File: src/rtl/stage_mem.sv
// stage_mem: memory stage of a pipeline with a byte-wide RAM port.
// Loads and stores of 1, 2 or 4 bytes run one byte per cycle, little-endian.
// The upstream stages are held with stall_mem until the access completes.
// Ports:
//   clk, reset        rising-edge clock, synchronous active-high reset
//   load, store       access request from execute (load wins if both are set)
//   mem_length        access size in bytes (1, 2, otherwise 4)
//   mem_signed        sign-extend load result
//   mem_write_data    store data
//   write_i, regw_addr_i, regw_data_i   writeback request; regw_data_i is
//                     also the effective address for loads and stores
//   write_o, regw_addr_o, regw_data_o   writeback request to the next stage
//   stall_mem         hold the upstream pipeline
//   ram_addr, ram_rw, ram_wdata, ram_rdata   byte RAM port (1-cycle read)
//
// state  | meaning
// IDLE   | no access in flight; a new request already drives byte 0
// ACCESS | driving byte k; loads capture byte k-1 from the RAM
// WAIT   | load only: capture the last byte
// DONE   | result presented to writeback, stall released
module stage_mem (
    input  logic        clk,
    input  logic        reset,
    input  logic        load,
    input  logic        store,
    input  logic [2:0]  mem_length,
    input  logic        mem_signed,
    input  logic [31:0] mem_write_data,
    input  logic        write_i,
    input  logic [4:0]  regw_addr_i,
    input  logic [31:0] regw_data_i,
    output logic        write_o,
    output logic [4:0]  regw_addr_o,
    output logic [31:0] regw_data_o,
    output logic        stall_mem,
    output logic [31:0] ram_addr,
    output logic        ram_rw,
    output logic [7:0]  ram_wdata,
    input  logic [7:0]  ram_rdata
);

    typedef enum logic [1:0] {IDLE, ACCESS, WAIT, DONE} state_t;

    state_t      state_q, state_d;
    logic [1:0]  k_q, k_d;
    logic [31:0] buf_q, buf_d;

    logic        active;
    logic        is_store;
    logic [1:0]  last_k;
    logic [1:0]  k_cur;
    logic [1:0]  cap_idx;
    logic [31:0] load_ext;

    always_comb begin
        active   = load | store;
        is_store = store & ~load;
        case (mem_length)
            3'd1:    last_k = 2'd0;
            3'd2:    last_k = 2'd1;
            default: last_k = 2'd3;
        endcase
        // IDLE behaves as ACCESS with k=0 so a request costs no extra cycle.
        k_cur   = (state_q == IDLE) ? 2'd0 : k_q;
        cap_idx = k_q - 2'd1;
    end

    always_comb begin
        state_d = state_q;
        k_d     = k_q;
        buf_d   = buf_q;
        case (state_q)
            IDLE: begin
                k_d = 2'd0;
                if (active) begin
                    if (last_k == 2'd0) begin
                        state_d = is_store ? DONE : WAIT;
                    end else begin
                        state_d = ACCESS;
                        k_d     = 2'd1;
                    end
                end
            end
            ACCESS: begin
                // Read data lags its address by a cycle: this cycle returns byte k-1.
                if (load && k_q != 2'd0) begin
                    buf_d[{cap_idx, 3'b000} +: 8] = ram_rdata;
                end
                if (k_q == last_k) begin
                    state_d = is_store ? DONE : WAIT;
                end else begin
                    k_d = k_q + 2'd1;
                end
            end
            WAIT: begin
                buf_d[{last_k, 3'b000} +: 8] = ram_rdata;
                state_d = DONE;
            end
            DONE: begin
                state_d = IDLE;
                k_d     = 2'd0;
            end
            default: begin
                state_d = IDLE;
                k_d     = 2'd0;
            end
        endcase
    end

    always_ff @(posedge clk) begin
        if (reset) begin
            state_q <= IDLE;
            k_q     <= 2'd0;
            buf_q   <= 32'd0;
        end else begin
            state_q <= state_d;
            k_q     <= k_d;
            buf_q   <= buf_d;
        end
    end

    always_comb begin
        case (last_k)
            2'd0:    load_ext = {{24{mem_signed & buf_q[7]}}, buf_q[7:0]};
            2'd1:    load_ext = {{16{mem_signed & buf_q[15]}}, buf_q[15:0]};
            default: load_ext = buf_q;
        endcase
    end

    always_comb begin
        write_o     = 1'b0;
        regw_addr_o = 5'd0;
        regw_data_o = 32'd0;
        stall_mem   = 1'b0;
        ram_addr    = 32'd0;
        ram_rw      = 1'b0;
        ram_wdata   = 8'd0;
        if (!reset) begin
            write_o     = write_i;
            regw_addr_o = regw_addr_i;
            regw_data_o = (state_q == DONE && load) ? load_ext : regw_data_i;
            stall_mem   = active && (state_q != DONE);
            ram_addr    = regw_data_i + {30'd0, k_cur};
            ram_rw      = is_store && (state_q == IDLE || state_q == ACCESS);
            ram_wdata   = mem_write_data[{k_cur, 3'b000} +: 8];
        end
    end

endmodule

File: config.mk
export PLATFORM = sky130hd
export DESIGN_NAME = stage_mem
export DESIGN_NICKNAME = d
export VERILOG_FILES = /design/src/rtl/stage_mem.sv
export SDC_FILE = /design/constraint.sdc
export NUM_CORES = 1
export LEC_CHECK = 0
export ABC_AREA = 1
export CORE_MARGIN = 5
export CORE_UTILIZATION = 35
export DETAILED_ROUTE_END_ITERATION = 8
export GPL_TIMING_DRIVEN = 0
export HOLD_SLACK_MARGIN = 0.05
export PLACE_DENSITY = 0.77
export SYNTH_ARGS = -nofsm -noshare
export SYNTH_HDL_FRONTEND = slang
export SYNTH_SLANG_ARGS = --single-unit
File: constraint.sdc
create_clock -name clk -period 8.7 [get_ports clk]
set_input_delay 1.74 -clock clk [delete_from_list [all_inputs] [get_ports clk]]
set_output_delay 1.74 -clock clk [all_outputs]
set_load 0.005 [all_outputs]
## After elaboration in Yosys (flattened, before gate mapping)

Cells that the tools add are included.

| storage, ports and cells | value |
|---|---|
| flip-flop bits (word level) | 36 |
| output and inout bits | 80 |
| input bits | 86 |

| cells by class | value |
|---|---|
| equality and inequality tests | 12 |
| shifts and indexed selects | 5 |
| multiplexer cells | 24 |
| bitwise operators | 5 |
| add/sub/neg operators | 5 |
| reduce and logical (&&, ||, !) cells | 13 |

Operator list:

| kind | count |
|---|---|
| 32-bit two-way mux | 4 |
| 32-bit case mux with 2 select lines | 2 |
| 32-bit bitwise mux | 2 |
| 8-bit by 7-bit variable shift with 32-bit output (first input constant) | 2 |
| 8-bit by 7-bit variable part select with 32-bit output | 2 |
| 32-bit by 2-bit adder with 32-bit output | 1 |
| 32-bit by 6-bit variable part select with 8-bit output | 1 |
| 5-bit negation with 7-bit output | 2 |
| 2-bit two-way mux | 5 |
| 2-bit inequality test (second input constant) | 5 |
| 8-bit two-way mux | 1 |
| 2-bit case mux with 4 select lines | 1 |
| 1-bit two-way mux | 6 |
| 2-bit case mux with 3 select lines | 1 |
| 2-bit AND reduction | 3 |
| 5-bit two-way mux | 1 |
| 2-bit by 1-bit == test with 1-bit output (second input constant) | 2 |
| 2-bit == test (second input constant) | 2 |
| 1-bit logical AND | 4 |
| 2-bit logical NOT | 2 |
| 2-bit case mux with 2 select lines | 1 |
| 2-bit nonzero test | 2 |
| 1-bit bitwise AND | 3 |
| 3-bit by 1-bit == test with 1-bit output (second input constant) | 1 |
| 8 further kinds | 8 |

## Logic depth before layout (Yosys ltp)

| depth | value |
|---|---|
| depth after elaboration | 6 |
| mapped depth | 16 |

## Least setup slack after synthesis

OpenSTA, ideal clock, no wires.

| timing | value |
|---|---|
| path kind | input to output |
| start point | in regw_data_i[0] |
| end point | out ram_addr[22] |
| buffers on the path | 0 |
| cell stages on the path | 12 |
| setup slack | 3.805 ns |
| arrival | 3.155 ns |
| cell sequence | ha_1 > inv_1 > fa_1 > nor2_1 > nand2_1 > nor2_2 > nand2_1 > nor2_1 > nand2_1 > nand2_1 > nand2_1 > nor2_1 |

| between the ends | value |
|---|---|
| word-level cells in the longest chain between the ends | 2 |

Ends and longest elaborated chain:

| element | RTL line | source |
|---|---|---|
| from (decl) | 31 | `input logic [31:0] regw_data_i,` |
| 32-bit by 2-bit adder with 32-bit output | 143 | `ram_addr = regw_data_i + {30'd0, k_cur};` |
| 32-bit two-way mux | 138 | `if (!reset) begin` |
| to (decl) | 36 | `output logic [31:0] ram_addr,` |

Every way passes these cells.

## Final worst setup path

Ends and elaborated chain as after synthesis.

==> impl_metrics.toml <==
[outcome]
status = "complete, no violations"

[cells_and_area]
finalNonFillerCells = 957
fin_area_mm2 = 0.005632
fin_nets = 917
most-common-layout-cells = "164 x clkdlybuf4s50_1, 128 x nand2_1, 110 x nor2_1"
nFillCells = 1099
diodes = 0
multi_input_area_mm2 = 0.002605
layout_commonest_cell = "clkdlybuf4s50_1"
regArea_um2 = 720.7
utilization = 0.5431
syn2layout_area_growth_pct = 50.89
drive_gt1_frac = 0.06577

[sta]
period_share = 0.7076
fmax_mhz = 162.4
drv_slew = 0
relSlewSlack = 0.5689
tns_ps = 0
finClkSkew_ps = 14.71
worstMarginPinSlew_ps = 646.6
hold_violations = 0
setup_viol = 0
period_minus_slack_ps = 6156
rsz0062_at_grt = "false"

[power]
vdd_drop_max_uv = 136.2
switching_share = 0.4380
p_sw_uw = 324.9
clockPowerShare = 0.162
total_power_uw = 741.9
pwr-share-seq = 0.253
combPwrFrac = 0.585
p_int_uw = 417.0
p_per_area_mw_per_mm2 = 131.7
p_leak_uw = 0.002200

[logic_synthesis]
synth_top_family_by_area = "simple AND/OR/NAND/NOR gates"
synthAdderAreaFrac = 0.03889
post_synth_inst_count = 649
syn-num-nets = 746
synth_xor_area_frac = 0.02112
synth-main-ff-cell = "dfxtp_1"
synth-edff-count = 0
synth_compound_area_frac = 0.2632
syn_area_mm2 = 0.003732
yosys.area_share.simple = 0.3748
synth_seq_cells = 36
async_reset_ff_frac = 0
syn_avg_cell_area_um2 = 5.751
yosysWarnings = 0
ys_seq_area_frac = 0.1931
ys_types = 36
synth_mux_area_frac = 0

[worst_setup_path]
cp.arrival_ps = 4420
worst-r2r-setup-slack_ps = 6850
critPathMaxStageDelay_ps = 510
cp_top_family = "buffers and inverters"
end_kind = "primary output"
reg2reg_depth = 8
required_ps = 6960
path_buf_inv = 3
reg2reg_to = "buf_q[28]$_SDFFE_PP0P_"
path_max_fanout = 5
crit_path_cell_trace = "clkdlybuf4s50_1 > ha_1 > inv_1 > fa_1 > nor2_1 > nand2_1 > nor2_2 > nand2_1 > nor2_1 > nand2_1 > nand2_1 > nand2_1 > nor2_1 > clkdlybuf4s50_1"
r2r-start = "k_q[0]$_SDFFE_PP0P_"
worst_path_max_delay_cell = "clkdlybuf4s50_1"
crit_path_start_kind = "primary input"
crit_top_cell = "nand2_1"
crit_type = "primary input to primary output"

[run]
cap_violations = 0

[placed_design]
post-place-cells = 949
dp_hpwl_um = 11660
io_buffers = 164
placed_area_mm2 = 0.005544
place_congestion = 0.9456

[die]
die_x_um = 113.3
pin_count = 166
core-area_mm2 = 0.01037
die_area_mm2 = 0.01283
num_rows = 37
start_util = 0.3599
die_h_um = 113.3

[routing]
avgViaCountPerCell = 5.073
wl_um = 14270
vias = 4855
final_antenna_net_count = 0
drc = 0
first_pass_iters = 5
wl_per_cell_um = 14.91
drt-initial-drc-count = 364

[global_route]
grt_max_degree = 13
grtUsageTotal = 0.2128
antenna_found_initial = 0
grt_pass1_wl_um = 22430
first_global_vias = 4512
grt_overflow = 0

[clock_network]
cts_root_buf = "clkbuf_8"
cts_max_level = 2
post-cts-setup-buffers = 0
cts_tree = "done"
cts_made_buffers = 5
cts-resized-gates = 0
cts_hold_buffers = 0
clock_latency_ps = 290
clk_pin_slew_ps = 70
clockBufferDepth = 2
cts.sinks = 36

[hold_path]
hold_path_depth = 2
hold_end = "buf_q[18]$_SDFFE_PP0P_"
hp-start = "buf_q[18]$_SDFFE_PP0P_"
hp-class = "flip-flop to flip-flop"
[worst max path at each step]
stage / cells after the start / slack (ps) / endpoint / startpoint
floorplan: 12 / 3800 / ram_addr[22] / regw_data_i[0]
global placement: 14 / 2610 / ram_addr[22] / regw_data_i[0]
detailed placement: 14 / 2570 / ram_addr[22] / regw_data_i[0]
CTS: 14 / 2570 / ram_addr[22] / regw_data_i[0]
global route: 14 / 2410 / ram_addr[22] / regw_data_i[0]
finish: 14 / 2540 / ram_addr[22] / regw_data_i[0]
[power groups by stage]
| stage | logic, uW | clock network [uW] | registers (uW) |
|---|---|---|---|
| floorplan | 257 | 0 | 189 |
| global placement | 427 | 0 | 191 |
| detailed placement | 432 | 0 | 191 |
| CTS | 433 | 121 | 187 |
| global route | 476 | 131 | 190 |
| finish | 434 | 120 | 188 |
[cells in the mapped netlist (2+ instances only)]
| library cell | instances | area share |
|---|---|---|
| a31oi_1 | 3 | 0.0050 |
| inv_2 | 10 | 0.010 |
| nand2_1 | 128 | 0.13 |
| o21ai_0 | 46 | 0.062 |
| nor2_1 | 110 | 0.11 |
| o211ai_1 | 24 | 0.048 |
| nand2_2 | 3 | 0.0050 |
| nor2_2 | 5 | 0.0084 |
| xor2_1 | 9 | 0.021 |
| ha_1 | 10 | 0.034 |
| nand3_2 | 3 | 0.0080 |
| nor3_1 | 15 | 0.020 |
| nor3_2 | 6 | 0.016 |
| a21oi_1 | 84 | 0.11 |
| dfxtp_1 | 36 | 0.19 |
| nand3_1 | 41 | 0.055 |
| inv_1 | 66 | 0.066 |
| clkbuf_1 | 17 | 0.017 |
| a21oi_4 | 4 | 0.017 |
| a21oi_2 | 2 | 0.0047 |
| nand4_1 | 8 | 0.013 |
| buf_2 | 5 | 0.0067 |
[state kept, by name, indices dropped and copies added, names as in the netlist]
register,flops
buf_q,32
k_q,2
state_q,2
[metrics by stage]
stage | setup slack (ps) | hold WS (ps)
finish | 2544 | 454.6
global route | 2415 | 483.3
global placement | 2606 | 435.0
detailed placement | 2573 | 443.6
CTS | 2567 | 454.6
floorplan | 3805 | 423.8
[area by class of cell]
cell class	count	share of cell area
clock inverters	3	0.003333
clock buffers	5	0.01222
plain buffers	25	0.01977
repair buffers	164	0.2915
well taps	136	0.03022
inverters	78	0.05243
multi-input cells	510	0.4626
flip-flops and latches	36	0.1280
[kinds of logic after synthesis]
logic type      Yosys count
compound gates          168
xor+xnor                  9
fa+ha+maj                11
buf+inv                 103
flops                    36
simple gates            322
[worst min-delay path: cells and delay by family (launching register included)]
| kind | cells | cell delay [ps] |
|---|---|---|
| AO/OA/AOI/OAI | 1 | 50 |
| flip-flops | 1 | 320 |
| buffers and inverters | 1 | 50 |
[routing by layer]
layer / track usage / wire length (um)
met1: 0.2689 / 6128
met2: 0.3614 / 6561
met3: 0.03797 / 1158
met4: 0.07772 / 423
met5: 0 / 0
No activity file was read; power rests on OpenSTA's default activity.
